### config.mk
export PLATFORM = sky130hd
export DESIGN_NAME = wdt_cfg_arbiter
export DESIGN_NICKNAME = d
export VERILOG_FILES = /design/src/rtl/wdt_cfg_pkg.sv /design/src/rtl/wdt_cfg_arbiter_rr.sv /design/src/rtl/wdt_cfg_arbiter.sv
export SDC_FILE = /design/constraint.sdc
export NUM_CORES = 1
export LEC_CHECK = 0
export BUFFER_PORTS_ARGS = -buffer_cell sky130_fd_sc_hd__buf_2
export CAP_MARGIN = 0
export CORE_UTILIZATION = 35
export CTS_CLUSTER_SIZE = 14
export DETAILED_ROUTE_END_ITERATION = 6
export GPL_ROUTABILITY_DRIVEN = 0
export PLACE_DENSITY = 0.56
export SLEW_MARGIN = 15
export SYNTH_ARGS = -nofsm -noshare
export SYNTH_HDL_FRONTEND = slang
export SYNTH_SLANG_ARGS = --single-unit
### constraint.sdc
create_clock -name clk -period 3.6 [get_ports clk]
set_input_delay 0.18 -clock clk [delete_from_list [all_inputs] [get_ports clk]]
set_output_delay 0.18 -clock clk [all_outputs]
set_load 0.01 [all_outputs]
### src/rtl/wdt_cfg_pkg.sv
// wdt_cfg_pkg: shared select and FSM state types for the WDT configuration arbiter.
package wdt_cfg_pkg;
  typedef enum logic [1:0] {SEL_WDEN, SEL_LIVE, SEL_TOCNT, SEL_AUX} sel_e;
  typedef enum logic [1:0] {ARB, APPLY, RESP} state_e;
endpackage

### src/rtl/wdt_cfg_arbiter_rr.sv
// rr_arbiter: round-robin pick of one requester, searching upward from ptr_i with wrap.
// Ports: req_i request vector, ptr_i search start, en_i enables the grant,
//        gnt_o one-hot grant (zero when disabled or idle), idx_o binary winner index.
module rr_arbiter #(
  parameter int NUM_REQ = 2,
  parameter int IW = (NUM_REQ > 1) ? $clog2(NUM_REQ) : 1
) (
  input  logic [NUM_REQ-1:0] req_i,
  input  logic [IW-1:0]      ptr_i,
  input  logic               en_i,
  output logic [NUM_REQ-1:0] gnt_o,
  output logic [IW-1:0]      idx_o
);
  logic found;
  always_comb begin
    found = 1'b0;
    idx_o = '0;
    for (int k = 0; k < NUM_REQ; k++) begin
      if (en_i && !found && req_i[(int'(ptr_i) + k) % NUM_REQ]) begin
        found = 1'b1;
        idx_o = IW'((int'(ptr_i) + k) % NUM_REQ);
      end
    end
    gnt_o = found ? (NUM_REQ'(1) << idx_o) : '0;
  end
endmodule

### src/rtl/wdt_cfg_arbiter.sv
// wdt_cfg_arbiter: round-robin shared access to the WDT registers WDEN/WDLIVE/WTOCNT with sequence checking.
// Ports: req_valid/req_sel/req_data per-requester writes, req_ready one-hot accept,
//        rsp_valid/rsp_err one-cycle response, wto timeout in, wd_en/wd_live/wd_tocnt to the WDT,
//        wto_seen sticky timeout flag, busy high outside ARB.
// Optional: define WDT_AUTOKICK_EN to enable the AUX register and periodic auto-kick.
module wdt_cfg_arbiter import wdt_cfg_pkg::*; #(
  parameter int NUM_REQ     = 2,
  parameter int DATA_W      = 32,
  parameter int KICK_PERIOD = 1024
) (
  input  logic                      clk,
  input  logic                      rst,
  input  logic [NUM_REQ-1:0]        req_valid,
  output logic [NUM_REQ-1:0]        req_ready,
  input  logic [2*NUM_REQ-1:0]      req_sel,
  input  logic [DATA_W*NUM_REQ-1:0] req_data,
  output logic [NUM_REQ-1:0]        rsp_valid,
  output logic                      rsp_err,
  input  logic                      wto,
  output logic                      wd_en,
  output logic                      wd_live,
  output logic [DATA_W-1:0]         wd_tocnt,
  output logic                      wto_seen,
  output logic                      busy
);
  localparam int IW = (NUM_REQ > 1) ? $clog2(NUM_REQ) : 1;
  state_e              state_q;
  sel_e                sel_q;
  logic [IW-1:0]       rr_q, win_q, idx;
  logic [DATA_W-1:0]   data_q, tocnt_q;
  logic [NUM_REQ-1:0]  gnt, rsp_valid_q;
  logic                wd_en_q, wd_live_q, wto_seen_q, rsp_err_q;
  logic                apply, set_en, clr_en, live_req, wr_tocnt, aux_err, err, auto_kick;
  rr_arbiter #(.NUM_REQ(NUM_REQ), .IW(IW)) u_rr (
    .req_i(req_valid), .ptr_i(rr_q), .en_i(state_q == ARB), .gnt_o(gnt), .idx_o(idx)
  );
  assign apply    = state_q == APPLY;
  // A simultaneous timeout vetoes enabling and turns the request into an error.
  assign set_en   = sel_q == SEL_WDEN && data_q[0] && tocnt_q != '0 && !wto;
  assign clr_en   = sel_q == SEL_WDEN && !data_q[0];
  assign live_req = apply && sel_q == SEL_LIVE && wd_en_q && data_q != '0;
  assign wr_tocnt = sel_q == SEL_TOCNT && !wd_en_q;
  assign err = (sel_q == SEL_WDEN && data_q[0] && (tocnt_q == '0 || wto))
            || (sel_q == SEL_LIVE && !wd_en_q)
            || (sel_q == SEL_TOCNT && wd_en_q)
            || (sel_q == SEL_AUX && aux_err);
`ifdef WDT_AUTOKICK_EN
  localparam int KW = (KICK_PERIOD > 1) ? $clog2(KICK_PERIOD) : 1;
  logic          ak_on_q;
  logic [KW-1:0] kcnt_q;
  assign aux_err   = 1'b0;
  assign auto_kick = wd_en_q && ak_on_q && kcnt_q == KW'(KICK_PERIOD - 1);
  always_ff @(posedge clk or posedge rst) begin
    if (rst) begin
      ak_on_q <= 1'b0;
      kcnt_q  <= '0;
    end else begin
      if (apply && sel_q == SEL_AUX) ak_on_q <= data_q[0];
      kcnt_q <= (!wd_en_q || !ak_on_q || auto_kick || live_req) ? '0 : kcnt_q + 1'b1;
    end
  end
`else
  assign aux_err   = 1'b1;
  assign auto_kick = 1'b0;
`endif
  always_ff @(posedge clk or posedge rst) begin
    if (rst) begin
      state_q     <= ARB;
      rr_q        <= '0;
      win_q       <= '0;
      sel_q       <= SEL_WDEN;
      data_q      <= '0;
      wd_en_q     <= 1'b0;
      wd_live_q   <= 1'b0;
      tocnt_q     <= '0;
      wto_seen_q  <= 1'b0;
      rsp_valid_q <= '0;
      rsp_err_q   <= 1'b0;
    end else begin
      wd_live_q   <= live_req | auto_kick;
      rsp_valid_q <= '0;
      rsp_err_q   <= 1'b0;
      case (state_q)
        ARB: if (|gnt) begin
          win_q   <= idx;
          sel_q   <= sel_e'(req_sel[2*idx +: 2]);
          data_q  <= req_data[DATA_W*idx +: DATA_W];
          state_q <= APPLY;
        end
        APPLY: begin
          if (set_en) wd_en_q <= 1'b1;
          if (clr_en) begin
            wd_en_q    <= 1'b0;
            wto_seen_q <= 1'b0;
          end
          if (wr_tocnt) tocnt_q <= data_q;
          rsp_valid_q <= NUM_REQ'(1) << win_q;
          rsp_err_q   <= err;
          state_q     <= RESP;
        end
        RESP: begin
          rr_q    <= (win_q == IW'(NUM_REQ - 1)) ? '0 : win_q + 1'b1;
          state_q <= ARB;
        end
        default: state_q <= ARB;
      endcase
      if (wto) begin
        wd_en_q    <= 1'b0;
        wto_seen_q <= 1'b1;
      end
    end
  end
  assign req_ready = gnt;
  assign rsp_valid = rsp_valid_q;
  assign rsp_err   = rsp_err_q;
  assign wd_en     = wd_en_q;
  assign wd_live   = wd_live_q;
  assign wd_tocnt  = tocnt_q;
  assign wto_seen  = wto_seen_q;
  assign busy      = state_q != ARB;
endmodule

==> results of run 1 <==
==> power by group through the flow <==
stage,Sequential (mW),Combinational [mW],Clock (mW)
after floorplan,1.59,0.969,0
after global placement,1.62,1.39,0
after detailed placement,1.63,1.43,0
after CTS,1.61,1.43,0.795
after global routing,1.67,1.56,0.831
final,1.61,1.41,0.773
==> synth_stat cells <==
| library cell | instances |
|---|---|
| dfrtp_1 | 76 |
| inv_1 | 40 |
| a222oi_1 | 34 |
| mux2_4 | 30 |
| nor4_1 | 18 |
| buf_6 | 7 |
| nor2_1 | 5 |
| buf_2 | 4 |
| nand4_1 | 4 |
| clkbuf_1 | 3 |
| and3_1 | 2 |
| mux2_2 | 2 |
| nand2_1 | 2 |
| nand2b_1 | 2 |
| o21bai_1 | 2 |
| a211oi_1 | 1 |
| a21o_1 | 1 |
| a21oi_1 | 1 |
| and2_1 | 1 |
| inv_2 | 1 |
| nand2b_2 | 1 |
| nand3_4 | 1 |
| nor2_2 | 1 |
| o21a_1 | 1 |
| o21ai_0 | 1 |
| o21ai_1 | 1 |
| o21ai_2 | 1 |
| o31ai_1 | 1 |
| or3b_1 | 1 |
==> placed cells by master, fill, tap and decap left out <==
cell | Yosys | final
a21oi_1 | 1 | 1
nand3_4 | 1 | 1
nor4_1 | 18 | 18
o21ai_0 | 1 | 1
nand2_1 | 2 | 2
o31ai_1 | 1 | 1
buf_2 | 4 | 113
o21ai_2 | 1 | 1
a222oi_1 | 34 | 34
mux2_4 | 30 | 30
clkbuf_8 | 0 | 10
dfrtp_1 | 76 | 76
inv_2 | 1 | 1
nand2b_2 | 1 | 1
clkbuf_1 | 3 | 1
and2_1 | 1 | 1
inv_1 | 40 | 39
a211oi_1 | 1 | 1
o21ai_1 | 1 | 1
o21bai_1 | 2 | 2
and3_1 | 2 | 2
o21a_1 | 1 | 1
bufinv_16 | 0 | 3
nor2_2 | 1 | 1
or3b_1 | 1 | 1
a21o_1 | 1 | 1
clkinvlp_4 | 0 | 1
buf_4 | 0 | 4
clkinv_2 | 0 | 1
dlygate4sd3_1 | 0 | 2
nand2b_1 | 2 | 2
nor2_1 | 5 | 5
nand4_1 | 4 | 4
mux2_2 | 2 | 2
==> through the flow <==
step	power, mW	instances
after floorplan	2.56	245
after global routing	4.06	473
after detailed placement	3.05	456
after global placement	3.01	456
after CTS	3.84	473
final	3.79	473
==> cell families (layout without fill, tap and decap cells) <==
kind of cell | Yosys count | in the layout | synth area share (%)
flops | 76 | 76 | 57.9
mux | 32 | 32 | 14.4
compound gates | 44 | 44 | 12.5
simple gates | 38 | 38 | 7.20
buf+inv | 55 | 175 | 8.04
==> timing repair <==
action	in CTS	in global routing
setup buffers	0	0
hold endpoints to repair	39	0
hold buffers	2	0
==> critical path, cell delays in order (launching register included) <==
cell and delay [ns]:
dfrtp_1 0.41, nor2_2 0.19, and3_1 0.59, buf_2 0.25
==> registers in the layout (all words and copies together) (netlist names) <==
name and count:
sel_q 2, wto_seen 1, state_q 2, wd_en 1, rsp_valid 2, rr_q 1, win_q 1, wd_tocnt 32
wd_live 1, data_q 32, rsp_err 1
==> layer usage <==
| metal | wire length (um) | vias to the layer above | GRT usage (%) |
|---|---|---|---|
| met5 | 0 | - | 0 |
| met4 | 61 | 0 | 5.17 |
| met3 | 706 | 7 | 4.18 |
| met2 | 3660 | 113 | 26.7 |
| met1 | 3690 | 1223 | 24.4 |
| li1 | - | 1159 | - |
==> area by class of cell <==
cell class	instances	share of cell area, %
sequential	76	45.7
timing repair buffer	119	14.8
inverter	41	3.72
multi-input combinational	114	26.9
clock buffer	11	3.39
clock inverter	4	2.34
tap	108	3.24
==> path summary, 6_finish.rpt <==
path / depth (start not counted) / slack (ns) / startpoint / to
hold reg to reg: 1 / 0.50 / win_q / rsp_valid[0]
setup reg to reg: 4 / 1.73 / state_q[1] / wd_tocnt[24]
setup / recovery: 3 / 1.64 / state_q[1] / req_ready[0]
min in group asynchronous: 3 / 0.46 / rst / data_q[15]
hold / removal: 3 / 0.05 / req_data[6] / data_q[6]
max in group asynchronous: 4 / 2.20 / rst / wd_tocnt[12]
==> reports/metrics.csv, run 1 <==
stage;metric;value;unit
pwr;power_frac_comb;37.2;%
die;rows;34;
sta;fin_hold_ws;0.0521;ns
pwr;ir_drop;0.330;mV
sta;maxSlewViolCount;0;
sta;worstMarginPinSlew;0.671;ns
pwr;pwr-share-seq;42.4;%
clocking;cts-root-buf;clkbuf_8;
logic_synthesis;ys_types;29;
critical_path;end_kind;output port;
sta;setup_viol;0;
sta;maxSlewHeadroom;55.2;%
final_layout;area_delta_synth_final;26.8;%
sta;layout_setup_ws;1.64;ns
flow_run;drv_cap;0;
sta;fmaxAchievable;510;MHz
detailed_routing;drtIter0Drc;198;
pwr;cellLeakagePower;2.27;nW
pwr;clkPwrFrac;20.4;%
clocking;clk_path_buf_depth;2;
pwr;p_int;2.47;mW
logic_synthesis;yosysTopAreaCell;dfrtp_1;
sta;rsz0062_at_grt;false;
logic_synthesis;netlist_instances;245;
global_routing;antenna_found_initial;0;
final_layout;final_cell_area;4170;sq um
die;dieArea;9780;sq um
final_layout;antenna_cells;0;
global_routing;track_usage;17.4;%
logic_synthesis;ys_seq_area_share;57.9;%
die;design.core.area;8890;sq um
clocking;cts_resized;0;
detailed_routing;route.detailed.drc;0;
final_layout;multi_input_area;1120;sq um
logic_synthesis;syn-mean-instance-area;13.4;sq um
clocking;cts_tree;built;
pwr;power_density;910;nW/um^2
final_layout;nets;434;
clocking;cts_inserted_buffers;9;
outcome;status;finished clean;
final_layout;regArea;1900;sq um
place;dpl_worst_slack;1.73;ns
global_routing;overflow;0;
detailed_routing;routedWlPerCell;17.1;um
logic_synthesis;synth_top_cell_area_share;57.9;%
detailed_routing;via_per_inst;5.29;
detailed_routing;via_count;2502;
logic_synthesis;yosysWarnings;0;
final_layout;fill_cells;847;
sta;setup_tns;0;ns
die;io_pins;114;
detailed_routing;drt_wl_total;8110;um
die;dieHeight;98.9;um
clocking;clk_latency;0.33;ns
place;placed_cell_area;3910;sq um
critical_path;startpoint_type;register;
place;io_buffers;113;
sta;finalHoldViolCount;0;
logic_synthesis;synthesis.nets;318;
sta;finClkSkew;0.00858;ns
clocking;clk_pin_slew;0.08;ns
global_routing;grt_pass1_vias;2512;
critical_path;cp.required;3.42;ns
clocking;cts.sinks;76;
sta;period_needed;1.96;ns
final_layout;drive_gt1_share;46.3;%
clocking;htreeDepth;3;
logic_synthesis;synth_area;3280;sq um
global_routing;grt_pass1_wl;13100;um
final_layout;utilization;46.8;%
die;start_util;36.9;%
die;fp.dieW;98.9;um
critical_path;critical_path_arrival;1.78;ns
sta;period_share;54.5;%
pwr;p_sw;1.32;mW
detailed_routing;first_pass_iters;6;
pwr;power.switching_fraction;34.9;%
logic_synthesis;synth.top_cells.by_area;dfrtp_1 (58%), mux2_4 (14%), a222oi_1 (10%);
global_routing;grt_max_degree;40;
critical_path;worstSetupPathType;reg2out;
logic_synthesis;ys_seq_elements;76;
detailed_routing;postRouteAntennaNets;0;
critical_path;crit_fanout;15;
hold_path;hp-class;in2reg;
place;dp_hpwl;5880;um
Power figures use the tool's default switching activity.
==> run 2, diff against run 1 <==
Settings changed: PLACE_DENSITY 0.56 to 0.59.
Clock period 3.6 ns to 1.7 ns, I/O delays scaled along.
==> run 2 against run 1 <==
Against the previous run:
- setup slack lost 1.5 ns
- count of clock-buffer cells in the layout is the same
- design area grew 17%
- sequential share of layout area shrank 6.6 points
- clock skew shrank 0.0015 ns
- sequential power grew 110%
- clock power grew 79%
- cell count grew 16%
- critical path depth grew 1
- flip-flop and latch count is the same
- global-route usage grew 1.7 points
- the run now ends with DRC left
==> reports/metrics.csv, run 2 (same netlist as run 1, synthesis figures left out) <==
stage;metric;value;unit;change
clocking;clk_pin_slew;0.07;ns;about the same
die;fp.dieW;98.9;um;unchanged
critical_path;max_stage_delay;0.42;ns;-0.17 ns
detailed_routing;first_pass_iters;7;;+1
detailed_routing;via_count;2806;;+12%
final_layout;final_common_cell;buf_2;;
clocking;htreeDepth;3;;unchanged
place;placed_cell_area;3970;sq um;+1.5%
sta;maxSlewViolCount;0;;unchanged
die;dieHeight;98.9;um;unchanged
sta;maxSlewHeadroom;72.4;%;+17 points
place;io_buffers;113;;unchanged
sta;period_share;92.7;%;
die;design.core.area;8890;sq um;unchanged
critical_path;startpoint_type;register;;
die;start_util;36.9;%;unchanged
critical_path;slowest_stage;dfrtp_1;;
final_layout;final_cell_mix;buf_2 (113), dfrtp_1 (76), dlygate4sd3_1 (70);;
global_routing;grt_pass1_vias;2799;;+11%
final_layout;final_cell_area;4870;sq um;+17%
sta;finClkSkew;0.00704;ns;-0.00154 ns
sta;worstMarginPinSlew;0.410;ns;-0.260 ns
detailed_routing;drt_wl_total;9090;um;+12%
clocking;cts_inserted_buffers;9;;unchanged
clocking;clk_latency;0.35;ns;+0.02 ns
final_layout;nets;508;;+17%
pwr;finalPower;7.99;mW;+110%
clocking;clk_path_buf_depth;2;;unchanged
final_layout;drive_gt1_share;40.1;%;-6.2 points
outcome;status;complete, but fails checks;;
global_routing;antenna_found_initial;0;;unchanged
global_routing;grt_pass1_wl;14200;um;+8.6%
critical_path;critical_path_arrival;1.49;ns;-0.29 ns
flow_run;drv_cap;0;;unchanged
outcome;violations;DRC;;
final_layout;utilization;54.7;%;+7.9 points
detailed_routing;routedWlPerCell;16.6;um;-3.1%
die;dieArea;9780;sq um;unchanged
final_layout;antenna_cells;0;;unchanged
detailed_routing;route.detailed.drc;6;;+6
pwr;power_density;1640;nW/um^2;+80%
clocking;cts_tree;built;;
global_routing;track_usage;19.1;%;+1.7 points
die;io_pins;114;;unchanged
clocking;cts_post_setup_buffers_inserted;0;;unchanged
critical_path;cp_cell_sequence;nor2_2 -> and3_1 -> buf_4 -> buf_2;;
detailed_routing;via_per_inst;5.13;;-3.0%
pwr;ir_drop;0.731;mV;+120%
sta;rsz0062_at_grt;false;;
pwr;cellLeakagePower;2.57;nW;+13%
detailed_routing;drtIter0Drc;179;;-9.6%
global_routing;grt_max_degree;77;;+93%
final_layout;area_delta_synth_final;48.2;%;
detailed_routing;postRouteAntennaNets;0;;unchanged
critical_path;worstSetupPathType;reg2out;;
sta;period_needed;1.58;ns;
sta;setup_viol;0;;unchanged
critical_path;end_kind;output port;;
die;rows;34;;unchanged
critical_path;cp.required;1.62;ns;-1.80 ns
place;dp_hpwl;5960;um;+1.4%
clocking;cts.sinks;76;;unchanged
sta;setup_tns;0;ns;unchanged
sta;finalHoldViolCount;0;;unchanged
clocking;cts-root-buf;clkbuf_8;;
critical_path;crit_fanout;12;;-3
hold_path;hp-class;in2reg;;
sta;fmaxAchievable;634;MHz;
global_routing;overflow;0;;unchanged
## run 2: worst paths after layout
path                               from            to  slack (ns)  cells past startpoint
setup reg to reg             state_q[1]   wd_tocnt[2]        0.17                      5
hold / removal             req_valid[0]    state_q[0]        0.26                      4
max in group asynchronous           rst    data_q[13]        1.00                      4
hold reg to reg                wto_seen      wto_seen        0.53                      2
min in group asynchronous           rst  wd_tocnt[26]        0.40                      4
setup / recovery             state_q[0]  req_ready[1]        0.12                      4
## run 2: report_power, final
| part | switching (mW) | total, mW | internal, mW |
|---|---|---|---|
| registers | 0.787 | 3.43 | 2.64 |
| clock network | 0.636 | 1.38 | 0.748 |
| logic | 1.44 | 3.17 | 1.74 |
| total | 2.86 | 7.99 | 5.13 |
## run 2: timing repair
action / in CTS / in global routing
gates resized for setup: 0 / 0
setup endpoints to repair: 0 / 0
hold endpoints to repair: 112 / 0
hold buffers: 70 / 0
## run 2: per-layer routing
metal	vias to the layer above	GRT usage [%]	share of wire [%]	wire length, um
met5	-	0	0	0
met4	0	8.15	1.9	170
met3	18	3.97	8.1	735
met2	128	30.6	47	4260
met1	1349	25.2	43	3920
li1	1311	-	-	-
## run 2: layout make-up
class,count,area [sq um]
Clock buffer,11,151
Clock inverter,4,48.8
Fill cell,773,4020
Inverter,41,158
Multi-Input combinational cell,114,1120
Sequential cell,76,1900
Tap cell,108,135
Timing Repair Buffer,193,1350
## run 2: per-stage QoR
stage          hold slack [ns]  std cells  setup slack [ns]
5_1_grt                  0.268        547            0.0287
3_5_place_dp             0.243        462             0.180
2_1_floorplan            0.152        245             0.340
3_3_place_gp             0.222        462             0.200
4_1_cts                  0.246        547             0.101
6_report                 0.259        547             0.124
## run 2: critical path, delay by kind of cell (launching register included)
family	cells	cell delay, ns
buffers and inverters	2	0.36
flip-flops	1	0.42
AND/OR/NAND/NOR	2	0.37
